File: src/rtl/up_dn_counter_param.sv
// ---------------------------------------------------------------------------
// up_dn_counter_param
//
// Loadable up/down counter for control datapaths. Width, bounds, reset value
// and step width are set by parameters. At a bound the counter either
// saturates or wraps to the opposite bound, chosen per cycle by Wrap.
// Terminal-count pulses are registered and last one cycle.
//
// Optional feature: define UDC_WRAP_CNT_EN to add Wrap_Cnt, an 8-bit
// saturating count of wrap events. Reset and Load clear it.
//
// Ports
//   CLK       in   1        clock, rising edge
//   RST_n     in   1        asynchronous active-low reset
//   En        in   1        count enable (gates Up/Down, not Load)
//   Up        in   1        count up by Step
//   Down      in   1        count down by Step (wins over Up)
//   Load      in   1        load IN, clamped to [MIN_VAL,MAX_VAL] (highest priority)
//   IN        in   WIDTH    load value
//   Step      in   STEP_W   step magnitude, 0 = hold
//   Wrap      in   1        1 = wrap at bounds, 0 = saturate
//   Counter   out  WIDTH    registered count
//   High      out  1        Counter == MAX_VAL
//   Low       out  1        Counter == MIN_VAL
//   Tc_Up     out  1        registered pulse: up-count reached/crossed MAX_VAL
//   Tc_Dn     out  1        registered pulse: down-count reached/crossed MIN_VAL
//   Wrap_Cnt  out  8        wrap event count (UDC_WRAP_CNT_EN only)
// ---------------------------------------------------------------------------
module up_dn_counter_param #(
    parameter int WIDTH     = 8,
    parameter int MIN_VAL   = 0,
    parameter int MAX_VAL   = 2**WIDTH-1,
    parameter int RESET_VAL = 0,
    parameter int STEP_W    = 4
) (
    input  logic              CLK,
    input  logic              RST_n,
    input  logic              En,
    input  logic              Up,
    input  logic              Down,
    input  logic              Load,
    input  logic [WIDTH-1:0]  IN,
    input  logic [STEP_W-1:0] Step,
    input  logic              Wrap,
    output logic [WIDTH-1:0]  Counter,
    output logic              High,
    output logic              Low,
    output logic              Tc_Up,
    output logic              Tc_Dn
`ifdef UDC_WRAP_CNT_EN
    ,
    output logic [7:0]        Wrap_Cnt
`endif
);

    localparam int EW = WIDTH + 1;

    localparam logic [WIDTH-1:0] MIN_W = WIDTH'(MIN_VAL);
    localparam logic [WIDTH-1:0] MAX_W = WIDTH'(MAX_VAL);
    localparam logic [WIDTH-1:0] RST_W = WIDTH'(RESET_VAL);
    localparam logic [WIDTH:0]   MIN_E = EW'(MIN_VAL);
    localparam logic [WIDTH:0]   MAX_E = EW'(MAX_VAL);

    // One extra bit of headroom: the up sum cannot overflow, and the down
    // difference is read as signed so an underflow below zero is negative.
    logic [WIDTH:0]   cnt_e;
    logic [WIDTH:0]   step_e;
    logic [WIDTH:0]   up_sum;
    logic [WIDTH:0]   dn_diff;
    logic             step_nz;
    logic             up_over;
    logic             up_tc;
    logic             dn_under;
    logic             dn_tc;
    logic [WIDTH-1:0] load_val;

    assign cnt_e    = {1'b0, Counter};
    assign step_e   = EW'(Step);
    assign up_sum   = cnt_e + step_e;
    assign dn_diff  = cnt_e - step_e;
    assign step_nz  = |Step;
    assign up_over  = up_sum > MAX_E;
    assign up_tc    = step_nz && (up_sum >= MAX_E);
    assign dn_under = $signed(dn_diff) < $signed(MIN_E);
    assign dn_tc    = step_nz && ($signed(dn_diff) <= $signed(MIN_E));

    always_comb begin
        load_val = IN;
        if (IN < MIN_W) begin
            load_val = MIN_W;
        end else if (IN > MAX_W) begin
            load_val = MAX_W;
        end
    end

    logic [WIDTH-1:0] cnt_nxt;
    logic             tc_up_nxt;
    logic             tc_dn_nxt;
    logic             wrap_evt;

    // Priority: Load > En&Down > En&Up > hold. Wrapping reloads the opposite
    // bound; any residue beyond the bound is discarded.
    always_comb begin
        cnt_nxt   = Counter;
        tc_up_nxt = 1'b0;
        tc_dn_nxt = 1'b0;
        wrap_evt  = 1'b0;
        if (Load) begin
            cnt_nxt = load_val;
        end else if (En && Down) begin
            tc_dn_nxt = dn_tc;
            if (dn_under) begin
                cnt_nxt  = Wrap ? MAX_W : MIN_W;
                wrap_evt = Wrap;
            end else begin
                cnt_nxt = dn_diff[WIDTH-1:0];
            end
        end else if (En && Up) begin
            tc_up_nxt = up_tc;
            if (up_over) begin
                cnt_nxt  = Wrap ? MIN_W : MAX_W;
                wrap_evt = Wrap;
            end else begin
                cnt_nxt = up_sum[WIDTH-1:0];
            end
        end
    end

    always_ff @(posedge CLK or negedge RST_n) begin
        if (!RST_n) begin
            Counter <= RST_W;
            Tc_Up   <= 1'b0;
            Tc_Dn   <= 1'b0;
        end else begin
            Counter <= cnt_nxt;
            Tc_Up   <= tc_up_nxt;
            Tc_Dn   <= tc_dn_nxt;
        end
    end

    assign High = (Counter == MAX_W);
    assign Low  = (Counter == MIN_W);

`ifdef UDC_WRAP_CNT_EN
    always_ff @(posedge CLK or negedge RST_n) begin
        if (!RST_n) begin
            Wrap_Cnt <= 8'd0;
        end else if (Load) begin
            Wrap_Cnt <= 8'd0;
        end else if (wrap_evt && (Wrap_Cnt != 8'hFF)) begin
            Wrap_Cnt <= Wrap_Cnt + 8'd1;
        end
    end
`else
    logic unused_wrap_evt;
    assign unused_wrap_evt = wrap_evt;
`endif

endmodule

File: config.mk
export PLATFORM = sky130hd
export DESIGN_NAME = up_dn_counter_param
export DESIGN_NICKNAME = d
export VERILOG_FILES = /design/src/rtl/up_dn_counter_param.sv
export SDC_FILE = /design/constraint.sdc
export NUM_CORES = 1
export LEC_CHECK = 0
export ABC_AREA = 1
export BUFFER_PORTS_ARGS = -buffer_cell sky130_fd_sc_hd__buf_2
export CAP_MARGIN = 20
export CORE_MARGIN = 2
export CORE_UTILIZATION = 58
export CTS_BUF_LIST = sky130_fd_sc_hd__clkbuf_8 sky130_fd_sc_hd__clkbuf_16
export DETAILED_ROUTE_END_ITERATION = 16
export HOLD_SLACK_MARGIN = 0.06
export PLACE_DENSITY = 0.87
export SYNTH_ARGS = -nofsm -noshare
export SYNTH_HDL_FRONTEND = slang
export SYNTH_SLANG_ARGS = --single-unit
File: constraint.sdc
create_clock -name CLK -period 4.93 [get_ports CLK]
set_input_delay 1.479 -clock CLK [delete_from_list [all_inputs] [get_ports CLK]]
set_output_delay 1.479 -clock CLK [all_outputs]
set_load 0.01 [all_outputs]
==> impl_summary.txt <==
----------------------------------------------------
[Status]
  Status ... completed

[Clock tree]
  Source-to-sink clock delay at the later pin of the worst-skew pair ... 0.23 ns
  Maximum clock path buffer count ... 2
  Number of buffers inserted by hold repair at cts ... 0
  Count of clock tree sinks ... 10
  Clock tree from TritonCTS ... done
  Level count of the clock H-tree ... 1
  Cts bufs inserted ... 3
  CTS-repair resized insts ... 0
  Clock slew at the register clock pins of the worst setup and hold paths ... 0.04 ns
  Clock Tree Root ... sky130_fd_sc_hd__clkbuf_8
  Setup repair bufs after CTS ... 0

[Die]
  Die Ht ... around 52 microns
  Count of standard-cell rows ... 17
  Standard cell core area ... 2212 sq um
  Starting utilization of the core area ... between 60 and 70%
  Die X ... 52.40 microns
  Die area ... ~2700 sq um
  Top-level port count ... 31

[STA]
  Total count of hold-check failures in the final report ... 0
  Slew Viols, Final ... 0
  Actual slew at the worst max-slew pin ... 0.4009 ns
  Final-report setup violation count ... 0
  Final clock period utilization by the worst path ... about three fifths
  Final hold slack ... slightly below 0.6 ns
  Min Clock Period, post-route ... 2.979 ns
  Setup slack after layout ... about 2 ns
  Setup repair after global routing missed its margin ... no
  Worst slew margin relative to its limit ... 73.24%
  Fin Clk Skew ... 0.001824 ns
  Total Negative Setup Slacks ... 0 ns
  Maximum clock frequency ... about 340 MHz

[Logic synthesis]
  Syn_nets ... 254
  Cells after Synth ... between 200 and 250
  Post-synthesis area per instance ... between 6 and 7 sq um
  FF+latch count, synth ... 10
  Cell area after synthesis ... about 1400 sq um
  Synth cell types ... 32
  Synthesis Warnings ... 0
  Share of the yosys chip area belonging to registers ... between 10% and 20%

[Global route]
  Largest net degree at the start of global routing ... 17
  First-pass GRT wire length ... 5464 microns
  Global-route congestion overflow total ... 0
  Total global routing track utilization ... 26.61%
  Number of global-route vias before repair ... 1297
  Number of antenna violations at the first check in global routing ... 0

[Placed design]
  Cell area reported after detailed placement ... about 1500 sq um
  Post-DP HPWL ... 2616 microns
  Worst setup timing slack at the placement stage ... 1.762 ns
  Post-Place Cells ... 279
  Number of buffers inserted by port buffering ... 30
  Final weighted congestion in routability-driven placement ... approximately 0.85

[Pwr]
  Clock share of power ... roughly 16%
  Net switching power ... 245.6 uW
  Power density of the placed cells ... 325.6 nW/um^2
  Sequential share of power ... 24.2%
  Worst vdd ir ... 0.0002380 V
  Total internal power ... 260.4 uW
  Switching Share ... 48.54%
  Comb pwr share ... 59.7%
  Leakage power summed over all cells ... 0.0009190 uW

[Route]
  Met3 routed wirelength ... 170 microns
  Metal1 wirelength ... ~1500 microns
  First-pass detailed-route iteration total ... 4
  Drt initial violations ... between 50 and 60
  Antenna Violating Nets Remaining ... 0
  Routed wl met2 ... between 1500 and 2000 microns
  Highest metal layer with signal wires ... met4
  Detailed-route wire length ... 3245 microns
  DR vias/cell ... 5.156
  Via Count ... 1454
  Post-detailed-route wirelength per cell ... about 12 microns
  DRC violations left ... 0

[Setup path]
  Kind of end point of the critical path ... flip-flop
  Max FO, Critical Path ... 7
  Crit path launch type ... primary input
  Arrival time worst endpoint ... 3.10 ns
  WP data required ... approximately 5.1 ns
  CP Class ... in -> reg

[Finish]
  Total Nets Final ... 285
  Post-route non-filler standard cell count ... 282
  Fraction of final layout cells sized beyond drive strength 1 ... 22.83%
  Area added between synthesis and finish ... 14.36%
  Cell area after layout ... between 1500 and 2000 sq um
  ANT cells ... 0

[Hold path]
  Worst hold-check path type ... reg -> reg

[Run]
  Maxcap violations ... 0

----------------------------------------------------
==> critical path, stage by stage <==
cell and delay [ns]:
sky130_fd_sc_hd__buf_2 0.11, sky130_fd_sc_hd__ha_1 0.21, sky130_fd_sc_hd__fa_1 0.44, sky130_fd_sc_hd__o21ai_2 0.23, sky130_fd_sc_hd__nor2_4 0.09, sky130_fd_sc_hd__nand2_4 0.08, sky130_fd_sc_hd__nand2_4 0.07, sky130_fd_sc_hd__inv_2 0.06
sky130_fd_sc_hd__nand2_1 0.05, sky130_fd_sc_hd__nand2_1 0.06, sky130_fd_sc_hd__nand2_1 0.07, sky130_fd_sc_hd__nand2_1 0.10, sky130_fd_sc_hd__nand2_1 0.05
==> through the flow <==
stage	util (%)	total power (uW)
after global placement	68.38	416.0
after CTS	70.25	503.7
final	70.25	506.0
after detailed placement	68.38	419.4
after floorplan	-	351.6
after global routing	70.25	555.6
==> synth_stat cells (all sizes together) <==
cell | number | area, sq um
nand4 | 5 | 31.28
and2 | 1 | 6.260
o22ai | 1 | 6.260
nor2 | 20 | 85.08
o21ai | 11 | 62.56
fa | 2 | 40.04
inv | 36 | 135.1
xor2 | 1 | 8.760
nand3 | 25 | 145.1
xnor2 | 2 | 17.52
nand2 | 84 | 340.3
buf | 4 | 31.27
nor3 | 2 | 21.27
nand3b | 1 | 7.510
ha | 8 | 100.1
o211ai | 1 | 7.510
a21oi | 8 | 43.79
dfrtp | 10 | 250.2
nor4 | 1 | 6.260
or2 | 2 | 12.51
==> flip-flops by register name (all words and copies together), names as in the netlist <==
name and cells:
Counter 8, Tc_Dn 1, Tc_Up 1
==> power groups by stage <==
| stage | clock, uW | combinational, uW | sequential, uW |
|---|---|---|---|
| final | 81.6 | 302 | 122 |
| after global placement | 0 | 293 | 123 |
| after CTS | 82.1 | 299 | 122 |
| after global routing | 85.8 | 344 | 126 |
| after detailed placement | 0 | 296 | 123 |
| after floorplan | 0 | 228 | 123 |
==> cells by family after synthesis <==
group | count (synthesis) | share of synthesized area (%)
buf+inv | 40 | 12.25
compound gates | 21 | 8.840
fa+ha+maj | 10 | 10.31
xor+xnor | 3 | 1.934
flops | 10 | 18.42
simple gates | 141 | 48.25
==> path summary, 6_finish.rpt <==
check / startpoint / end / slack (ns) / depth (start not counted)
hold / removal: Counter[0] / Counter[0] / 0.58 / 2
max in group asynchronous: RST_n / Counter[5] / 3.64 / 1
setup reg to reg: Counter[0] / Counter[5] / 2.83 / 13
min in group asynchronous: RST_n / Counter[4] / 1.10 / 1
hold reg to reg: Counter[0] / Counter[0] / 0.58 / 2
setup / recovery: Step[0] / Counter[5] / 1.95 / 13
==> cells in the final DEF (no fill, tap or decap), types with 3 or more instances in the layout <==
master                     instances
sky130_fd_sc_hd__ha_1              8
sky130_fd_sc_hd__o21ai_0           5
sky130_fd_sc_hd__a21oi_1           7
sky130_fd_sc_hd__nand2_2           4
sky130_fd_sc_hd__buf_2            30
sky130_fd_sc_hd__nand4_1           5
sky130_fd_sc_hd__nand2_1          78
sky130_fd_sc_hd__o21ai_1           4
sky130_fd_sc_hd__nand3_1          21
sky130_fd_sc_hd__inv_1            29
sky130_fd_sc_hd__nand3_2           4
sky130_fd_sc_hd__clkbuf_8          3
sky130_fd_sc_hd__dfrtp_1          10
sky130_fd_sc_hd__inv_2             7
sky130_fd_sc_hd__nor2_1           18
==> final cells by class <==
class / instances / area (sq um)
Inverter: 36 / 135.1
Fill cell: 219 / 658.1
Tap cell: 28 / 35.03
Multi-Input combinational cell: 175 / 942.2
Clock buffer: 3 / 41.29
Timing Repair Buffer: 30 / 150.1
Sequential cell: 10 / 250.2
==> metal layers <==
metal / GRT usage [%] / up-vias
li1: - / 767
met5: 0 / -
met3: 1.143 / 8
met4: 8.120 / 0
met1: 36.49 / 626
met2: 45.00 / 53
(Power assumes the default switching activity.)
